==> config.mk <==
export PLATFORM = sky130hd
export DESIGN_NAME = fixed_multiplier
export DESIGN_NICKNAME = d
export VERILOG_FILES = /design/src/rtl/fixed_mul_pkg.sv /design/src/rtl/fixed_mul_step.sv /design/src/rtl/fixed_multiplier.sv
export SDC_FILE = /design/constraint.sdc
export NUM_CORES = 1
export LEC_CHECK = 0
export ABC_AREA = 1
export BUFFER_PORTS_ARGS = -buffer_cell sky130_fd_sc_hd__buf_2
export CAP_MARGIN = 20
export CORE_MARGIN = 2
export CORE_UTILIZATION = 55
export DETAILED_ROUTE_END_ITERATION = 12
export HOLD_SLACK_MARGIN = 0.12
export PLACE_DENSITY = 0.86
export SLEW_MARGIN = 20
export SYNTH_ARGS = -nofsm -noshare
export SYNTH_HDL_FRONTEND = slang
export SYNTH_HIERARCHICAL = 1
export SYNTH_SLANG_ARGS = --single-unit
==> constraint.sdc <==
create_clock -name clock -period 6 [get_ports clock]
set_input_delay 0.3 -clock clock [delete_from_list [all_inputs] [get_ports clock]]
set_output_delay 0.3 -clock clock [all_outputs]
set_load 0.01 [all_outputs]
==> src/rtl/fixed_mul_pkg.sv <==
// -----------------------------------------------------------------------------
// fixed_mul_pkg
//
// Shared constants, FSM state encoding and the partial-product helper for the
// fixed_multiplier shift-and-add datapath.
//
//   QW    : multiplicand (quotient) width       = 8
//   DW    : multiplier (divisor) width          = 4
//   RW    : addend (remainder) width            = 4
//   PW    : product (dividend) width            = 12
//   STEPS : number of RUN cycles per operation  = 4 (one per multiplier bit)
//   CW    : width of the step counter
//
// The FSM state is a plain 2-bit vector type with named constants so the
// encoding stays stable for tools and netlists that expect fixed codes.
// -----------------------------------------------------------------------------
package fixed_mul_pkg;

  localparam int QW    = 8;
  localparam int DW    = 4;
  localparam int RW    = 4;
  localparam int PW    = 12;
  localparam int STEPS = 4;
  localparam int CW    = $clog2(STEPS);

  typedef logic [1:0] state_t;

  localparam state_t ST_IDLE = 2'd0;
  localparam state_t ST_RUN  = 2'd1;
  localparam state_t ST_DONE = 2'd2;

  // Multiplicand zero-extended to the product width and weighted by the
  // position of the multiplier bit currently being consumed.
  function automatic logic [PW-1:0] partial_product(
    input logic [QW-1:0] mcand,
    input logic [CW-1:0] count
  );
    logic [PW-1:0] ext;
    ext = {{(PW-QW){1'b0}}, mcand};
    return ext << count;
  endfunction

endpackage : fixed_mul_pkg

==> src/rtl/fixed_mul_step.sv <==
// -----------------------------------------------------------------------------
// fixed_mul_step
//
// Purely combinational single step of the shift-and-add multiplier. When the
// current multiplier bit is set, the multiplicand shifted by the step index is
// added to the running accumulator; otherwise the accumulator passes through.
// The sum wraps at PW bits, which can never happen for in-range operands.
//
// Ports:
//   acc_i    [PW-1:0]  running accumulator
//   mcand_i  [QW-1:0]  latched multiplicand
//   bit_i              multiplier bit for this step (LSB of the shifted copy)
//   count_i  [CW-1:0]  step index, i.e. the weight of bit_i
//   acc_o    [PW-1:0]  accumulator after this step
// -----------------------------------------------------------------------------
module fixed_mul_step
  import fixed_mul_pkg::*;
(
  input  logic [PW-1:0] acc_i,
  input  logic [QW-1:0] mcand_i,
  input  logic          bit_i,
  input  logic [CW-1:0] count_i,
  output logic [PW-1:0] acc_o
);

  logic [PW-1:0] addend;

  always_comb begin
    addend = '0;
    if (bit_i) begin
      addend = partial_product(mcand_i, count_i);
    end
    acc_o = acc_i + addend;
  end

endmodule : fixed_mul_step

==> src/rtl/fixed_multiplier.sv <==
// -----------------------------------------------------------------------------
// fixed_multiplier
//
// Sequential unsigned multiplier, the inverse of fixed_divider:
//   Dividend = inQuotient * inDivisor (+ inRemainder when
//   FIXED_MUL_REMAINDER_ADD_EN is defined).
// One multiplier bit is consumed per RUN cycle, so every operation takes
// exactly four RUN cycles regardless of operand values; the latency is the
// same in both builds, only the accumulator preload differs.
//
// Configuration macro:
//   FIXED_MUL_REMAINDER_ADD_EN  defined   -> accumulator preloaded with
//                                            inRemainder
//                               undefined -> preloaded with zero, inRemainder
//                                            latched but otherwise ignored
//
// Ports:
//   clock              rising-edge clock for all state
//   resetn             synchronous active-low reset (dominates start)
//   start              request, sampled in IDLE or DONE only
//   inQuotient  [7:0]  multiplicand, latched on an accepted start
//   inDivisor   [3:0]  multiplier, latched on an accepted start
//   inRemainder [3:0]  addend, latched on an accepted start
//   busy               high while in RUN
//   done               one-cycle pulse in DONE, when Dividend becomes valid
//   Dividend   [11:0]  result, held from done until the next result
//
// Timing: start accepted at edge N -> RUN edges N+1..N+4 -> done high during
// the cycle following edge N+4. A start seen in DONE is accepted immediately,
// so back-to-back operations complete every five cycles.
// -----------------------------------------------------------------------------
module fixed_multiplier
  import fixed_mul_pkg::*;
(
  input  logic          clock,
  input  logic          resetn,
  input  logic          start,
  input  logic [QW-1:0] inQuotient,
  input  logic [DW-1:0] inDivisor,
  input  logic [RW-1:0] inRemainder,
  output logic          busy,
  output logic          done,
  output logic [PW-1:0] Dividend
);

  // ---------------------------------------------------------------------------
  // State
  // ---------------------------------------------------------------------------
  state_t        state_q,    state_d;
  logic [CW-1:0] count_q,    count_d;
  logic [PW-1:0] acc_q,      acc_d;
  logic [QW-1:0] mcand_q,    mcand_d;
  logic [DW-1:0] mplier_q,   mplier_d;
  logic [RW-1:0] rem_q,      rem_d;
  logic [PW-1:0] dividend_q, dividend_d;

  // Accumulator value after the current RUN step.
  logic [PW-1:0] step_acc;

  // Value loaded into the accumulator when an operation is accepted.
  logic [PW-1:0] acc_preload;

`ifdef FIXED_MUL_REMAINDER_ADD_EN
  assign acc_preload = {{(PW-RW){1'b0}}, inRemainder};
`else
  assign acc_preload = '0;
`endif

  // The latched addend only ever reaches the result through the accumulator
  // preload; the register is kept so all operands are captured uniformly.
  logic unused_rem;
  assign unused_rem = ^rem_q;

  // ---------------------------------------------------------------------------
  // Datapath step
  // ---------------------------------------------------------------------------
  fixed_mul_step u_step (
    .acc_i   (acc_q),
    .mcand_i (mcand_q),
    .bit_i   (mplier_q[0]),
    .count_i (count_q),
    .acc_o   (step_acc)
  );

  // ---------------------------------------------------------------------------
  // Next-state logic
  // ---------------------------------------------------------------------------
  always_comb begin
    state_d    = state_q;
    count_d    = count_q;
    acc_d      = acc_q;
    mcand_d    = mcand_q;
    mplier_d   = mplier_q;
    rem_d      = rem_q;
    dividend_d = dividend_q;

    case (state_q)
      ST_IDLE, ST_DONE: begin
        if (start) begin
          state_d  = ST_RUN;
          count_d  = '0;
          acc_d    = acc_preload;
          mcand_d  = inQuotient;
          mplier_d = inDivisor;
          rem_d    = inRemainder;
        end else begin
          state_d = ST_IDLE;
        end
      end

      ST_RUN: begin
        // start is deliberately not looked at here: requests while busy are
        // dropped, and the latched operands are the only ones in use.
        acc_d    = step_acc;
        mplier_d = mplier_q >> 1;
        count_d  = count_q + CW'(1);
        if (count_q == CW'(STEPS - 1)) begin
          // Last step: publish the completed sum together with the DONE
          // transition so Dividend never shows a partial result.
          state_d    = ST_DONE;
          dividend_d = step_acc;
        end
      end

      default: begin
        state_d = ST_IDLE;
      end
    endcase
  end

  // ---------------------------------------------------------------------------
  // Registers
  // ---------------------------------------------------------------------------
  always_ff @(posedge clock) begin
    if (!resetn) begin
      state_q    <= ST_IDLE;
      count_q    <= '0;
      acc_q      <= '0;
      mcand_q    <= '0;
      mplier_q   <= '0;
      rem_q      <= '0;
      dividend_q <= '0;
    end else begin
      state_q    <= state_d;
      count_q    <= count_d;
      acc_q      <= acc_d;
      mcand_q    <= mcand_d;
      mplier_q   <= mplier_d;
      rem_q      <= rem_d;
      dividend_q <= dividend_d;
    end
  end

  // ---------------------------------------------------------------------------
  // Outputs
  // ---------------------------------------------------------------------------
  assign busy     = (state_q == ST_RUN);
  assign done     = (state_q == ST_DONE);
  assign Dividend = dividend_q;

endmodule : fixed_multiplier

**Word-level counts from Yosys, hierarchy flattened**

Cells that the tools add are included.

- Register bits: 40
- Bits of input ports: 19
- Output and inout bits: 14
- Word-level logic and storage cells: 30

- $add $sub $neg: 2
- Equal/unequal tests: 5
- Shifts and indexed selects: 1
- Multiplexer cells: 10
- Reduce and logical (&&, ||, !) cells: 6

Operators with widths:

| operator | number |
|---|---|
| 12-bit 2-to-1 mux | 2 |
| 12-bit case mux with 2 select lines | 1 |
| 12-bit adder | 1 |
| 8-bit by 2-bit left shift with 12-bit output | 1 |
| 2-bit case mux with 2 select lines | 2 |
| 4-bit case mux with 2 select lines | 1 |
| 2-bit AND reduction | 3 |
| 2-bit equality test (second input constant) | 2 |
| 2-bit 2-to-1 mux | 2 |
| 4-bit 2-to-1 mux | 1 |
| 2-bit by 1-bit adder with 2-bit output (second input constant) | 1 |
| 2-bit by 1-bit equality test with 1-bit output (second input constant) | 1 |
| 2-bit logical NOT | 1 |
| 2-bit by 1-bit != test with 1-bit output (second input constant) | 1 |
| 2-bit != test (second input constant) | 1 |
| 2-bit nonzero test | 1 |
| 2-bit OR reduction | 1 |
| 1-bit 2-to-1 mux | 1 |

**Logic depth before layout (Yosys ltp)**

Gate-level depths: netlist of run 1.

- Word-level depth: 4
- Mapped depth: 15

**Cells and area by module**

Netlist of run 1, hierarchy kept.

Modules (own cells, without submodules):

| module | instances | cells each | area an instance (um^2) | sequential area each (um^2) |
|---|---|---|---|---|
| fixed_multiplier | 1 | 195 | 1508.9 | 800.8 |
| fixed_mul_step | 1 | 143 | 779.5 | 0.0 |

**Least setup slack after synthesis of run 1**

OpenSTA, ideal clock, no wires.

- Path type: register to register
- Start point: register count_q[0]
- End point: register acc_q[8]
- Setup time: 0.132 ns
- Arrival: 1.819 ns
- Path slack: 4.048 ns
- Stages on the path, launching flop included: 12
- Buffers on the path: 1
- Period minus slack after synthesis: 1.952 ns
- Cell sequence: dfxtp_1 > buf_4 > mux2i_1 > o22ai_1 > ha_1 > or2_2 > nand3_1 > nand2_1 > nand2_1 > nand2_1 > nand2_1 > a21oi_1

- Word-level cells in the longest chain between the ends: 4

RTL lines:

| what | line | RTL |
|---|---|---|
| from (decl) | fixed_multiplier.sv:50 | `logic [CW-1:0] count_q, count_d;` |
| from (signal assigned) | fixed_multiplier.sv:145 | `count_q <= count_d;` |
| 8-bit by 2-bit left shift with 12-bit output | fixed_mul_pkg.sv:40 | `return ext << count;` |
| 12-bit 2-to-1 mux | fixed_mul_step.sv:30 | `if (bit_i) begin` |
| 12-bit adder | fixed_mul_step.sv:33 | `acc_o = acc_i + addend;` |
| named net step_acc[8] | fixed_multiplier.sv:58 | `logic [PW-1:0] step_acc;` |
| 12-bit case mux with 2 select lines | fixed_multiplier.sv:97 | `case (state_q)` |
| to (signal assigned) | fixed_multiplier.sv:138 | `acc_q <= '0;` |
| to (signal assigned) | fixed_multiplier.sv:146 | `acc_q <= acc_d;` |
| to (decl) | fixed_multiplier.sv:51 | `logic [PW-1:0] acc_q, acc_d;` |

The timed path passes the listed nets, and every way through them passes these cells.
A chain may end at the register's enable or synchronous reset.

**Final worst setup path of run 1**

- Start point: register count_q[0]
- End point: register acc_q[5]

Same word-level chain as after synthesis.

==> flow_metrics.env, run 1 <==
export IMPL_max_cap_violations=0
export IMPL_dieArea_um2=4693
export IMPL_postCtsSetupBuffers=0
export IMPL_drt_iter0_drc=155
export IMPL_grt_max_degree=31
export IMPL_ir_worst_vdd_mv=0.1450
export IMPL_synthToLayoutAreaGrowth_pct=9.513
export IMPL_final_layout_size_suffix_gt1_share_pct=11.91
export IMPL_path_max_fanout=12
export IMPL_synth_edf_count=0
export IMPL_clk_pin_slew_ps=80
export IMPL_tritoncts="built"
export IMPL_grt_overflow=0
export IMPL_critPathMaxStageDelay_ps=680
export IMPL_placedCellCount=403
export IMPL_drt_drc_violations_left=0
export IMPL_placed_cell_area_um2=2414
export IMPL_grt_usage_pct=24.43
export IMPL_die_x_um=68.51
export IMPL_worstSetupPathType="flop to flop"
export IMPL_hold_viol=0
export IMPL_arrival_ps=2720
export IMPL_coreArea_um2=4000
export IMPL_final_max_slew_viol_count=0
export IMPL_dr_pass1_iters=4
export IMPL_clockBufferDepth=2
export IMPL_fin_cells=411
export IMPL_fp_dieH_um=68.51
export IMPL_max_slew_worst_pin_slew_ps=994.7
export IMPL_avgSynthCellArea_um2=6.771
export IMPL_clock_latency_ps=300
export IMPL_rsz0062_at_grt="false"
export IMPL_outcome="finished, final reports clean"
export IMPL_crit_chain="mux2i_1, o22ai_1, ha_1, nand3_1, nand3_2, nand2_1, nand2_1, xor2_1, nand2_1, a21oi_1"
export IMPL_design_area_um2=2506
export IMPL_multi_input_area_um2=1286
export IMPL_fin_ws_ps=3507
export IMPL_power_density_nw_per_um2=216.0
export IMPL_dp_hpwl_um=3783
export IMPL_fillers=375
export IMPL_synth_top_area_share_pct=34.99
export IMPL_end_kind="flop"
export IMPL_final_seq_area_um2=800.8
export IMPL_fmax_mhz=401.1
export IMPL_avgRoutedWirePerCell_um=12.47
export IMPL_synth_seq_area_share_pct=34.99
export IMPL_yosysWarnings=6
export IMPL_final_antenna_net_count=0
export IMPL_synthTopCellsByCount="nand2_1, nand3_1, dfxtp_1"
export IMPL_path_common_cell="nand2_1"
export IMPL_finalNetCount=392
export IMPL_async_flop_share_pct=0
export IMPL_startpoint_type="flop"
export IMPL_gp_congestion=0.9395
export IMPL_initial_core_util_pct=57.21
export IMPL_grt_pass1_vias=1909
export IMPL_wl_um=5125
export IMPL_cts_buffers=5
export IMPL_ioPinCount=33
export IMPL_crit_slowest_cell="dfxtp_1"
export IMPL_p_leak_uw=0.001291
export IMPL_netlist_top_cell_by_area="dfxtp_1"
export IMPL_fin_setup_tns_ps=0
export IMPL_synth_area_um2=2288
export IMPL_antenna_found_initial=0
export IMPL_vias_per_cell=5.377
export IMPL_setup_viol=0
export IMPL_ys_ff_latch=40
export IMPL_cp_data_required_time_ps=6230
export IMPL_cts_root_buf="clkbuf_8"
export IMPL_worst_hold_path_type="input port to flop"
export IMPL_n_antenna_cell=0
export IMPL_cts_sinks=40
export IMPL_ys_flop_type="dfxtp_1"
export IMPL_relSlewSlack_pct=33.53
export IMPL_hold_buffers=0
export IMPL_ys_types=25
export IMPL_port_buffers=28
export IMPL_fin_worst_skew_ps=5.667
export IMPL_grt_pass1_wl_um=8500
export IMPL_layout_min_cycle_time_ps=2493
export IMPL_post_route_period_util_pct=41.56
export IMPL_synth_fp_nets=370
export IMPL_rows=23
export IMPL_synthTopCellsByArea="dfxtp_1, nand2_1, nand3_1, ha_1, nor2_1"
export IMPL_htree_num_levels=2
export IMPL_pre_cts_slack_ps=3544
export IMPL_num_vias=2210
export IMPL_synthCells=338
export IMPL_yosysMostFrequentCell="nand2_1"
export IMPL_cts_resized=0
==> placed cells by master, fill, tap and decap left out <==
cell | synthesis | final
nand2_1 | 104 | 104
nand3_1 | 42 | 42
dfxtp_1 | 40 | 40
nor2_1 | 35 | 35
inv_1 | 29 | 29
buf_2 | 5 | 28
a21oi_1 | 20 | 20
ha_1 | 12 | 12
o21ai_0 | 9 | 9
mux2i_1 | 7 | 7
o22ai_1 | 7 | 7
clkbuf_8 | 0 | 6
xor2_1 | 5 | 5
inv_2 | 4 | 4
nand4_1 | 3 | 3
nor3_1 | 2 | 2
clkinv_2 | 0 | 2
nor2_8 | 1 | 1
nand3b_1 | 1 | 1
nand3_2 | 1 | 1
or2_2 | 1 | 1
xnor2_1 | 1 | 1
fa_1 | 1 | 1
==> layout make-up <==
| type | count | share of cell area, % |
|---|---|---|
| clock buffers | 6 | 3.295 |
| clock inverters | 2 | 0.3994 |
| inverters | 33 | 4.943 |
| multi-input cells | 252 | 51.32 |
| flip-flops and latches | 40 | 31.95 |
| well taps | 50 | 2.496 |
| repair buffers | 28 | 5.592 |
==> state kept, by name (all words and copies together) (netlist names) <==
register	cells
count_q	2
mcand_q	8
Dividend	12
acc_q	12
mplier_q	4
state_q	2
==> report_power, final <==
part | total, uW | switching [uW] | internal, uW
combinational | 68.1 | 44.4 | 23.8
clock | 189 | 96.9 | 91.8
sequential | 285 | 9.44 | 275
total | 541 | 151 | 391
==> cell families after synthesis <==
kind of cell    after synthesis  share of synthesized area (%)
compound gates               36                          8.256
xor+xnor                      6                          2.296
fa+ha+maj                    13                          7.436
buf+inv                      46                          8.802
flops                        40                          34.99
mux                           7                          3.062
simple gates                190                          35.16
==> layer usage <==
metal  GRT usage, %  share of wire [%]  wire (um)  vias to the layer above
li1               -                  -          -                     1139
met1          30.55                 45       2298                      995
met2          39.78                 47       2410                       63
met3          5.032                5.8        296                       13
met4          12.00                2.3        120                        0
met5              0                  0          0                        -
==> path summary, 6_finish.rpt <==
path,from,slack [ps],endpoint,depth (start not counted)
max,count_q[0],3510,acc_q[5],10
min,inDivisor[2],230,mplier_q[2],3
max reg2reg,count_q[0],3510,acc_q[5],10
min reg2reg,Dividend[11],470,Dividend[11],2
==> per-stage QoR <==
step | util [%] | total power, uW | hold WS, ps
finish | 62.65 | 541.4 | 234.6
global route | 62.65 | 566.6 | 244.7
CTS | 62.65 | 546.2 | 232.5
detailed placement | 60.34 | 358.1 | 458.5
global placement | 60.34 | 355.1 | 458.4
floorplan | - | 342.7 | 442.1
==> critical path: cells and delay by family (launching register included) <==
| family | cells | cell delay (ps) |
|---|---|---|
| multiplexers | 1 | 320 |
| flip-flops | 1 | 680 |
| AND/OR/NAND/NOR | 5 | 490 |
| XOR/XNOR | 1 | 240 |
| AO/OA/AOI/OAI | 2 | 280 |
| adder cells (fa/ha/maj) | 1 | 420 |
(Power assumes the default switching activity.)
==> inputs of run 2 (changes only) <==
Clock period 6 ns to 2.6 ns, I/O delays scaled along.
==> run 2 against run 1 <==
Combinational power rose to 2.6 times the previous value. Utilization rose by 3.3 points. Cell count rose by 2.9%. Flip-flop and latch count did not move. Clock power rose to 2.6 times the previous value. Hold slack got worse by 110 ps. Via count rose by 3.1%. Power rose by 150%. Maximum frequency rose by 7.6%. Setup slack got worse by 3200 ps. Critical path depth did not move. Global-route usage rose by 2.2 points.
==> flow_metrics.env, run 2 (synthesized netlist as in run 1, its figures left out) <==
export IMPL_die_x_um=68.51
export IMPL_hold_viol=0
export IMPL_grt_pass1_vias=2086
export IMPL_antenna_found_initial=0
export IMPL_clk_pin_slew_ps=80
export IMPL_fp_dieH_um=68.51
export IMPL_ir_worst_vdd_mv=0.3335
export IMPL_fin_cells=423
export IMPL_dr_pass1_iters=4
export IMPL_regToRegEndpoint="acc_q[6]"
export IMPL_end_kind="flop"
export IMPL_hp_start="inQuotient[2]"
export IMPL_dieArea_um2=4693
export IMPL_path_common_cell="nand2_1"
export IMPL_placedCellCount=405
export IMPL_layout_min_cycle_time_ps=2316
export IMPL_grt_overflow=0
export IMPL_p_leak_uw=0.001347
export IMPL_drt_drc_violations_left=0
export IMPL_num_vias=2278
export IMPL_fin_util_pct=65.94
export IMPL_postCtsSetupBuffers=0
export IMPL_worst_hold_path_type="input port to flop"
export IMPL_n_antenna_cell=0
export IMPL_ioPinCount=33
export IMPL_reg2reg_depth=10
export IMPL_worstReg2RegStart="count_q[0]"
export IMPL_worstHoldEndpoint="mcand_q[2]"
export IMPL_sw_frac_of_total_pct=25.89
export IMPL_grt_max_degree=28
export IMPL_final_cell_mix="nand2_1, nand3_1, dfxtp_1"
export IMPL_clkPwrFrac_pct=37.3
export IMPL_grt_usage_pct=26.61
export IMPL_combPwrFrac_pct=13.5
export IMPL_fillers=344
export IMPL_avgRoutedWirePerCell_um=13.13
export IMPL_max_slew_worst_pin_slew_ps=837.8
export IMPL_path_max_fanout=10
export IMPL_crit_slowest_cell="dfxtp_2"
export IMPL_wl_um=5555
export IMPL_rrSetupSlack_ps=280
export IMPL_cp_data_required_time_ps=2820
export IMPL_power_density_nw_per_um2=505.4
export IMPL_drt_iter0_drc=120
export IMPL_initial_core_util_pct=57.21
export IMPL_crit_path_start="count_q[0]"
export IMPL_final_max_slew_viol_count=0
export IMPL_crit_chain="mux2i_1, o22ai_1, ha_1, nand2_1, nor2_1, nand2_1, nand3_1, xor2_1, nand2_1, a21oi_1"
export IMPL_clockBufferDepth=2
export IMPL_intPower_uw=987.9
export IMPL_cts_root_buf="clkbuf_8"
export IMPL_grt_pass1_wl_um=9308
export IMPL_fin_setup_tns_ps=0
export IMPL_hold_slack_ps=122.9
export IMPL_critPathMaxStageDelay_ps=480
export IMPL_coreArea_um2=4000
export IMPL_setup_viol=0
export IMPL_finalNetCount=404
export IMPL_final_antenna_net_count=0
export IMPL_synthToLayoutAreaGrowth_pct=15.25
export IMPL_clock_latency_ps=290
export IMPL_dp_hpwl_um=3693
export IMPL_fin_worst_skew_ps=7.502
export IMPL_tritoncts="built"
export IMPL_gp_congestion=0.8949
export IMPL_power_frac_seq_pct=49.2
export IMPL_max_cap_violations=0
export IMPL_vias_per_cell=5.385
export IMPL_fmax_mhz=431.7
export IMPL_worstSetupPathType="flop to flop"
export IMPL_cts_sinks=40
export IMPL_rows=23
export IMPL_post_route_period_util_pct=89.09
export IMPL_arrival_ps=2540
export IMPL_htree_num_levels=2
export IMPL_startpoint_type="flop"
export IMPL_holdPathStages=3
export IMPL_rsz0062_at_grt="false"
export IMPL_p_sw_uw=345.2
export IMPL_cts_buffers=5
export IMPL_final_layout_size_suffix_gt1_share_pct=12.06
export IMPL_layout_commonest_cell="nand2_1"
export IMPL_relSlewSlack_pct=44.01
export IMPL_outcome="finished, final reports clean"
export IMPL_port_buffers=28
## run 2: cell types whose count changed in the layout (fill, tap and decap cells not counted), sizes merged
cell / delta
bufinv: +1
clkinv: -1
buf: +2
dlygate4sd3: +10
## run 2: area by class of cell
| cell class | count | area, um^2 | share of cell area (%) |
|---|---|---|---|
| multi-input cells | 252 | 1286 | 48.77 |
| flip-flops and latches | 40 | 802.0 | 30.41 |
| repair buffers | 40 | 255.2 | 9.677 |
| inverters | 33 | 123.9 | 4.696 |
| clock buffers | 6 | 72.57 | 2.751 |
| well taps | 50 | 62.56 | 2.372 |
| clock inverters | 2 | 35.03 | 1.328 |
## run 2: repair_timing
action | 4_1_cts | 5_1_grt
endpoints found under the setup margin | 0 | 3
endpoints found under the hold margin | 10 | 0
hold buffers | 10 | 0
resized for setup | 0 | 1
## run 2: per-layer routing
metal / wire length, um / part of all wire [%] / vias up / global-route usage (%)
li1: - / - / 1158 / -
met1: 2497 / 45 / 1048 / 31.75
met2: 2737 / 49 / 61 / 46.15
met3: 225 / 4.1 / 11 / 5.682
met4: 95 / 1.7 / 0 / 10.75
met5: 0 / 0 / - / 0
## run 2: power by group through the flow
stage	Combinational [uW]	Sequential (uW)	Clock (uW)
global route	198	659	530
detailed placement	160	669	0
finish	179	656	498
CTS	173	655	507
floorplan	130	661	0
global placement	155	668	0
## run 2: how the worst max path moves through the flow
| stage | to | slack (ps) |
|---|---|---|
| after global routing | acc_q[7] | 130 |
| final | acc_q[6] | 280 |
| after detailed placement | acc_q[7] | 260 |
| after CTS | acc_q[6] | 230 |
| after global placement | acc_q[5] | 310 |
| after floorplan | acc_q[8] | 650 |
## run 2: worst max-delay path, delay by kind of cell (launching register included)
family	cells	cell delay, ps
DFF	1	480
xor gates and xnor gates	1	230
AOI/OAI and AO/OA	2	310
muxes	1	320
and+or+nand+nor	5	510
adders and majority gates	1	390
## run 2: per-stage QoR
| stage | instance area (um^2) | setup WS, ps | power (uW) |
|---|---|---|---|
| 2_1_floorplan | 2288 | 648.3 | 790.8 |
| 3_3_place_gp | 2429 | 314.0 | 823.4 |
| 3_5_place_dp | 2429 | 262.7 | 828.8 |
| 4_1_cts | 2636 | 226.1 | 1335 |
| 5_1_grt | 2638 | 131.0 | 1386 |
| 6_report | 2638 | 283.7 | 1333 |
